[src/rtl/commit_trace_queue.sv]
// commit_trace_queue
//   Small in-order FIFO between writeback and an instruction tracer. Each
//   accepted commit event records npc/inst/mtvec/mepc plus the number of
//   cycles since the previous accept (exec_cycle). The head entry is popped
//   into registered out_* fields and out_en strobes for exactly one cycle.
//
// Ports
//   clock          sole clock, all state on posedge
//   reset          asynchronous, active-low
//   in_valid       commit event offered
//   in_ready       queue not full (from registered count only, no bypass)
//   in_npc/in_inst/in_mtvec/in_mepc   committed fields (32 bits each)
//   flush          synchronous clear of queued events and pending strobe
//   out_stall      tracer back-pressure, blocks pops while high
//   out_en         one-cycle strobe qualifying out_*
//   out_npc/out_inst/out_mtvec/out_mepc  traced fields
//   out_exec_cycle cycles spent on this commit
//   count          current FIFO occupancy
module commit_trace_queue #(
    parameter int DEPTH = 4
) (
    input  logic                       clock,
    input  logic                       reset,
    input  logic                       in_valid,
    output logic                       in_ready,
    input  logic [31:0]                in_npc,
    input  logic [31:0]                in_inst,
    input  logic [31:0]                in_mtvec,
    input  logic [31:0]                in_mepc,
    input  logic                       flush,
    input  logic                       out_stall,
    output logic                       out_en,
    output logic [31:0]                out_npc,
    output logic [31:0]                out_inst,
    output logic [31:0]                out_mtvec,
    output logic [31:0]                out_mepc,
    output logic [63:0]                out_exec_cycle,
    output logic [$clog2(DEPTH):0]     count
);

    localparam int AW = $clog2(DEPTH);
    localparam int CW = AW + 1;

    typedef struct packed {
        logic [31:0] npc;
        logic [31:0] inst;
        logic [31:0] mtvec;
        logic [31:0] mepc;
        logic [63:0] exec;
    } entry_t;

    entry_t          mem [DEPTH];
    logic [AW-1:0]   wr_ptr;
    logic [AW-1:0]   rd_ptr;
    logic [CW-1:0]   count_q;
    logic [63:0]     cnt;
    logic [63:0]     cnt_inc;
    logic            full;
    logic            push;
    logic            pop;
    entry_t          head;

    assign full     = (count_q == CW'(DEPTH));
    assign in_ready = !full;
    assign count    = count_q;

    // flush wins over both push and pop on the same edge
    assign push = in_valid && !full && !flush;
    assign pop  = (count_q != '0) && !out_stall && !flush;

    // saturating +1; also the exec_cycle value captured on accept
    assign cnt_inc = (cnt == {64{1'b1}}) ? cnt : cnt + 64'd1;

    assign head = mem[rd_ptr];

    // Cycles since last accept. Not touched by flush.
    always_ff @(posedge clock or negedge reset) begin
        if (!reset)     cnt <= '0;
        else if (push)  cnt <= '0;
        else            cnt <= cnt_inc;
    end

    // Storage needs no reset: entries are only visible through count_q.
    always_ff @(posedge clock) begin
        if (push) begin
            mem[wr_ptr] <= '{npc:   in_npc,
                              inst:  in_inst,
                              mtvec: in_mtvec,
                              mepc:  in_mepc,
                              exec:  cnt_inc};
        end
    end

    // Pointers wrap naturally since DEPTH is a power of two.
    always_ff @(posedge clock or negedge reset) begin
        if (!reset) begin
            wr_ptr  <= '0;
            rd_ptr  <= '0;
            count_q <= '0;
        end else if (flush) begin
            wr_ptr  <= '0;
            rd_ptr  <= '0;
            count_q <= '0;
        end else begin
            if (push) wr_ptr <= wr_ptr + 1'b1;
            if (pop)  rd_ptr <= rd_ptr + 1'b1;
            case ({push, pop})
                2'b10:   count_q <= count_q + 1'b1;
                2'b01:   count_q <= count_q - 1'b1;
                default: count_q <= count_q;
            endcase
        end
    end

    // Output stage: strobe follows pop by one edge; data holds between pops.
    always_ff @(posedge clock or negedge reset) begin
        if (!reset) begin
            out_en         <= 1'b0;
            out_npc        <= '0;
            out_inst       <= '0;
            out_mtvec      <= '0;
            out_mepc       <= '0;
            out_exec_cycle <= '0;
        end else begin
            out_en <= pop;
            if (pop) begin
                out_npc        <= head.npc;
                out_inst       <= head.inst;
                out_mtvec      <= head.mtvec;
                out_mepc       <= head.mepc;
                out_exec_cycle <= head.exec;
            end
        end
    end

endmodule

[config.mk]
export PLATFORM = sky130hd
export DESIGN_NAME = commit_trace_queue
export DESIGN_NICKNAME = d
export VERILOG_FILES = /design/src/rtl/commit_trace_queue.sv
export SDC_FILE = /design/constraint.sdc
export NUM_CORES = 1
export LEC_CHECK = 0
export CORE_MARGIN = 2
export CORE_UTILIZATION = 52
export DETAILED_ROUTE_END_ITERATION = 16
export PLACE_DENSITY = 0.76
export SLEW_MARGIN = 20
export SYNTH_ARGS = -nofsm -noshare
export SYNTH_HDL_FRONTEND = slang
export SYNTH_SLANG_ARGS = --single-unit
export TNS_END_PERCENT = 10
[constraint.sdc]
create_clock -name clock -period 6.3 [get_ports clock]
set_input_delay 0.945 -clock clock [delete_from_list [all_inputs] [get_ports clock]]
set_output_delay 0.945 -clock clock [all_outputs]
set_load 0.1 [all_outputs]
==> results.toml, run 1 <==
[clock_network]
post_cts_resized = 0
numCtsBuffers = 100
htree_levels = 3
cts_tree = "yes"
post-cts-setup-buffer-count = 0
clock_insertion_delay_worst_skew_ps = 660
cts.reportedPaths.clkPinSlew_ps = 60
clock_sink_count = 1032
cts.hold.buffers_added = 0
clock-root-buffer = "clkbuf_16"
clk_path_buf_depth = 3

[yosys]
syn_inst = 1906
synth-async-reset-ratio = 0.2558
synth_edf_count = 768
syn-cell-area_mm2 = 0.03904
synthesis.nets = 2045
yosys_warnings = 0
synthesis.area_per_instance_um2 = 20.48
yosys_register_bits = 1032
dominantRegCellSynth = "edfxtp_1"
post_synth_num_cell_types = 44
seq_area_frac_synth = 0.7600

[route]
average_routed_wire_per_standard_cell_um = 24.18
via_count = 19496
ant_nets = 0
routed_wl_um = 80710
route.detailed.vias_per_inst = 5.842
drt-pass1-iter-count = 6
first_iter_violations = 1602
detail_route.drc_violations = 0

[flow_run]
drv_cap = 0

[placement]
placed_area_mm2 = 0.04350
io_buffer_count = 329
dpl.hpwl_um = 48990
routabilityCongestion = 0.8840

[worst_setup_path]
path_max_fanout = 5
worst-setup-path-type = "reg -> out"
timing.critical_path.from_type = "flip-flop"
slowest_delay_ps = 1000
reg2reg_slack_ps = 2820
timing.rr.start = "cnt[34]"
critical_path_cell_list = "or3b_2 > clkdlybuf4s50_1"
critical_path.endpoint_type = "primary output"
critical_path.reg2reg.endpoint = "cnt[43]"
required_ps = 5350
worstPathArrival_ps = 2610
reg2reg_depth = 6
worst_path_max_delay_cell = "clkdlybuf4s50_1"

[sta]
maxSlewHeadroom = 0.2202
setup_violations = 0
worst_slew_pin_slew_ps = 1166
fin_skew_ps = 31.20
rsz0062_at_grt = "no"
layout_min_cycle_time_ps = 3555
max_freq_mhz = 281.3
maxSlewViolCount = 0
timing.final.hold_violations = 0
hold-worst-slack_ps = 278.6
min_period_over_period = 0.5642

[hold_path]
timing.hold.worst.class = "in -> async"

[global_route]
antenna_violations_before_repair = 8
grt_pass1_wl_um = 124100
grt_max_degree = 147
globalRoute.totalOverflow = 0
grt.total_usage = 0.2110
first_global_vias = 20180

[power]
power_per_cell_area_mw_per_mm2 = 511.8
vdd_drop_max_mv = 0.4784
power_leakage_nw = 16.21

[floorplanning]
dieArea_mm2 = 0.07728
core_area_mm2 = 0.07432
pin_count = 330
die_width_um = 278.0
std_cell_rows = 100
initial_core_utilization = 0.5252
fp.dieH_um = 278.0

[finish]
nets = 2414
stdcell_area_mm2 = 0.04689
final_layout_size_suffix_gt1_frac = 0.2442
flow.area_growth_from_synthesis_pct = 20.11

[status]
run_status = "complete, no violations"
[synth_stat cells, types with 2 or more instances]
master / n / area [um2]
nor4_1: 16 / 100.1
o21ai_1: 7 / 35.03
nor2_1: 35 / 131.4
a211oi_1: 3 / 22.52
buf_6: 4 / 45.04
and2_1: 56 / 350.3
o2111ai_1: 8 / 70.07
and4_1: 9 / 78.83
nand3_1: 25 / 125.1
xor2_1: 23 / 201.4
nand4_1: 24 / 150.1
o211ai_1: 8 / 60.06
or4_4: 3 / 33.78
mux2_2: 193 / 2173
mux2i_1: 4 / 40.04
clkbuf_1: 58 / 217.7
a21oi_1: 21 / 105.1
buf_1: 20 / 75.07
and3_1: 9 / 56.30
ha_1: 5 / 62.56
or4_1: 3 / 22.52
nand2_1: 44 / 165.2
nand2b_1: 5 / 31.28
o21ai_0: 16 / 80.08
a21o_1: 2 / 15.01
xnor2_1: 33 / 289.0
edfxtp_1: 768 / 23060
mux4_2: 192 / 4324
nor3_1: 18 / 90.09
or3_1: 12 / 75.07
dfrtp_1: 264 / 6606
inv_1: 6 / 22.52
[metrics by stage]
stage	setup TNS [ps]	total power, mW	std cells	util	setup WS, ps
after floorplan	-546670	15.86	1906	-	-949.1
after global placement	0	18.04	3142	0.5853	2417
after detailed placement	0	18.17	3142	0.5853	2403
after CTS	0	24.25	3332	0.6308	2715
after global routing	0	24.80	3333	0.6307	2602
final	0	24.00	3337	0.6309	2745
[area by class of cell]
| type | instances | area [um2] |
|---|---|---|
| clock buffers | 133 | 2749 |
| fillers | 4949 | 27430 |
| diodes | 5 | 12.51 |
| multi-input cells | 784 | 9010 |
| inverters | 6 | 22.52 |
| well taps | 969 | 1212 |
| clock inverters | 57 | 634.4 |
| repair buffers | 351 | 3571 |
| flip-flops and latches | 1032 | 29680 |
[cell usage in the layout (no fill, tap or decap), types with 5 or more instances in the layout]
| cell type | instances |
|---|---|
| clkbuf_16 | 102 |
| nand4_1 | 24 |
| and4_1 | 9 |
| diode_2 | 5 |
| o21ai_0 | 16 |
| xnor2_1 | 33 |
| and3_1 | 9 |
| nand3_1 | 25 |
| ha_1 | 5 |
| dfrtp_1 | 262 |
| buf_12 | 9 |
| clkbuf_8 | 8 |
| inv_1 | 6 |
| clkinv_2 | 23 |
| o211ai_1 | 8 |
| or3_1 | 12 |
| buf_4 | 13 |
| nor2_1 | 35 |
| a21oi_1 | 21 |
| clkbuf_1 | 23 |
| xor2_1 | 23 |
| nor4_1 | 16 |
| bufinv_16 | 11 |
| o21ai_1 | 7 |
| clkinv_1 | 13 |
| mux2_2 | 193 |
| and2_1 | 52 |
| edfxtp_1 | 768 |
| nor3_1 | 17 |
| clkdlybuf4s50_1 | 327 |
| nand2_1 | 44 |
| mux4_2 | 192 |
| o2111ai_1 | 8 |
| nand2b_1 | 5 |
[flip-flops by register name, indices dropped and copies added (netlist names)]
register        count
mem               768
cnt                64
out_exec_cycle     64
out_inst           32
out_mepc           32
out_mtvec          32
out_npc            32
count               3
rd_ptr              2
wr_ptr              2
out_en              1
[report_power, final]
group	internal [mW]	leakage (nW)	switching (mW)	total [mW]
clock network	3.54	1.66	2.50	6.04
logic	2.68	4.01	6.41	9.08
registers	8.31	10.5	0.575	8.88
[worst max path at each step]
stage | from | endpoint | cells after the start
after floorplan | count[0] | mem[0][0] | 4
after global placement | in_valid | mem[1][32] | 6
after detailed placement | in_valid | mem[1][25] | 6
after CTS | count[1] | in_ready | 2
after global routing | cnt[34] | cnt[43] | 6
final | count[1] | in_ready | 2
[per-layer routing]
layer | part of all wire | vias to the layer above | routed length (um) | global-route usage
met5 | 0.00059 | - | 48 | 0
met1 | 0.41 | 10312 | 32760 | 0.2842
met4 | 0.022 | 8 | 1798 | 0.06085
met3 | 0.058 | 118 | 4642 | 0.03786
met2 | 0.51 | 659 | 41450 | 0.3565
li1 | - | 8399 | - | -
[cells by family after synthesis]
| logic type | after synthesis | share of synthesized area |
|---|---|---|
| and+or+nand+nor | 266 | 0.03773 |
| muxes | 389 | 0.1675 |
| buffers and inverters | 90 | 0.009551 |
| adders and majority gates | 6 | 0.002115 |
| AOI/OAI and AO/OA | 67 | 0.01055 |
| DFF | 1032 | 0.7600 |
| xor gates and xnor gates | 56 | 0.01256 |
[worst max-delay path: cells and delay by family, from the launching register on]
| family | cells | cell delay [ps] |
|---|---|---|
| buffers and inverters | 1 | 1000 |
| and+or+nand+nor | 1 | 540 |
| DFF | 1 | 440 |
(Power assumes the default switching activity.)
==> run 2, diff against run 1 <==
==> constraint.sdc (replaced) <==
create_clock -name clock -period 2.89 [get_ports clock]
set_input_delay 0.4335 -clock clock [delete_from_list [all_inputs] [get_ports clock]]
set_output_delay 0.4335 -clock clock [all_outputs]
set_load 0.1 [all_outputs]
==> run 2 against run 1 <==
- utilization up 0.64 points
- clock power up 110%
- combinational power up 120%
- worst setup slack worse by 2600 ps
- sequential power up 120%
- clock-buffer cell count up 7
- critical endpoint is now mem[1][33]
- via count up 0.51%
- highest routed layer unchanged
- clock skew down 11 ps
- first-iteration DRC count up 2.1%
==> results.toml, run 2 (synthesis results as in run 1) <==
[status]
run_status = "complete, no violations"

[global_route]
antenna_violations_before_repair = 2
grt_max_degree = 104
gr-usage-met3 = 0.03652
first_global_vias = 20888
global_route.peak_usage_layer = "met2"
grt.total_usage = 0.2166
groute.layer.met2.usage = 0.3718
globalRoute.totalOverflow = 0
grt_pass1_wl_um = 127300
grt_util_met1 = 0.2902

[finish]
layout_top_registers = "mem (768), cnt (64), out_exec_cycle (64)"
final_layout_size_suffix_gt1_frac = 0.3554
nets = 2500
flow.area_growth_from_synthesis_pct = 21.33
post_layout_nonfiller_instances = 3414
top_register = "mem"
largest_register_ff_count = 768
insertedDiodeCount = 0
final_common_cell = "edfxtp_1"
layout.cells.most_common_list = "edfxtp_1 (768), buf_4 (268), dfrtp_1 (259)"

[sta]
setup_violations = 0
timing.final.hold_violations = 0
rsz0062_at_grt = "no"
maxSlewViolCount = 0
maxSlewHeadroom = 0.3540
layout_min_cycle_time_ps = 2762
worst_slew_pin_slew_ps = 969.0
hold-worst-slack_ps = 360.3
max_freq_mhz = 362.0
min_period_over_period = 0.9557
fin_skew_ps = 19.73
finalWorstSetupSlack_ps = 127.9
timing.setup.tns_ps = 0

[worst_setup_path]
worst-setup-path-type = "reg -> reg"
path_max_fanout = 9
timing.critical_path.from_type = "flip-flop"
required_ps = 3260
critical_path.endpoint_type = "flip-flop"
worstPathArrival_ps = 3140

[clock_network]
clock_sink_count = 1032
numCtsBuffers = 99
cts.reportedPaths.clkPinSlew_ps = 60
cts_tree = "yes"
clock-root-buffer = "clkbuf_16"
clk_path_buf_depth = 3
htree_levels = 3
clock_insertion_delay_worst_skew_ps = 640

[floorplanning]
core_area_mm2 = 0.07432
pin_count = 330
die_width_um = 278.0
initial_core_utilization = 0.5252
dieArea_mm2 = 0.07728
fp.dieH_um = 278.0
std_cell_rows = 100

[route]
average_routed_wire_per_standard_cell_um = 24.15
via_count = 19595
route.detailed.vias_per_inst = 5.740
detail_route.drc_violations = 0
drt-pass1-iter-count = 7
first_iter_violations = 1636
routed_wl_um = 82460
ant_nets = 0

[power]
vdd_drop_max_mv = 1.109
power_per_cell_area_mw_per_mm2 = 1092
power_leakage_nw = 16.91
post-layout-total-power_mw = 51.72

[flow_run]
drv_cap = 0

[placement]
io_buffer_count = 329
routabilityCongestion = 0.8646
post-place-cells = 3228
place_ws_ps = 85.46
dpl.hpwl_um = 52640

[hold_path]
timing.hold.worst.class = "in -> async"
-- run 2: changes by cell type in the layout (fill, tap and decap cells not counted), sizes merged --
| cell | previous run | this run |
|---|---|---|
| bufinv | 11 | 7 |
| buf | 24 | 306 |
| clkdlybuf4s50 | 327 | 131 |
| dlygate4sd3 | 0 | 1 |
| diode | 5 | 0 |
| clkinv | 41 | 31 |
| clkinvlp | 2 | 4 |
| clkbuf | 133 | 140 |
-- run 2: area by class of cell --
| class | count | area (um2) |
|---|---|---|
| Sequential cell | 1032 | 29690 |
| Fill cell | 4961 | 26960 |
| Timing Repair Buffer | 438 | 4089 |
| Tap cell | 969 | 1212 |
| Clock buffer | 140 | 2814 |
| Inverter | 6 | 22.52 |
| Clock inverter | 45 | 452.9 |
| Multi-Input combinational cell | 784 | 9086 |
-- run 2: worst paths after layout --
| check | to | from | depth (start not counted) | slack, ps |
|---|---|---|---|---|
| worst max-delay path | mem[1][33] | cnt[0] | 8 | 130 |
| worst min-delay path | out_mepc[11] | reset | 2 | 360 |
| worst max register to register | mem[1][33] | cnt[0] | 8 | 130 |
| worst min register to register | out_exec_cycle[57] | out_exec_cycle[57] | 1 | 510 |
| max in group asynchronous | count[0] | reset | 3 | 1560 |
| min in group clock | mem[0][66] | in_mepc[2] | 1 | 420 |
-- run 2: stage by stage --
stage	area, um2	utilization
final	47360	0.6373
after global placement	44030	0.5924
after global routing	47360	0.6373
after detailed placement	44030	0.5924
after CTS	47310	0.6365
after floorplan	39080	-
-- run 2: critical path, cell delays in order (launching register included) --
cell       delay, ps
dfrtp_1          420
ha_1             250
and4_1           310
nand3_1          160
or4_4            590
o2111ai_4        280
buf_4            230
nor2_1            90
xor2_2           170
-- run 2: routing by layer --
layer,wire length (um),vias to the layer above
met4,1680,4
met1,33500,10350
met5,20,-
li1,-,8567
met2,42840,553
met3,4425,121
-- run 2: power breakdown --
part           total, mW  internal (mW)  switching (mW)  leakage (nW)
clock network       12.8           7.43            5.33          1.60
logic               19.8           5.59            14.2          4.78
registers           19.2           18.1            1.07          10.5
total               51.7           31.1            20.6          16.9
-- run 2: timing repair --
action	CTS	global route
setup buffers	0	0
hold buffers	1	0
resized for setup	0	8
hold endpoints to repair	74	0
setup endpoints to repair	0	51
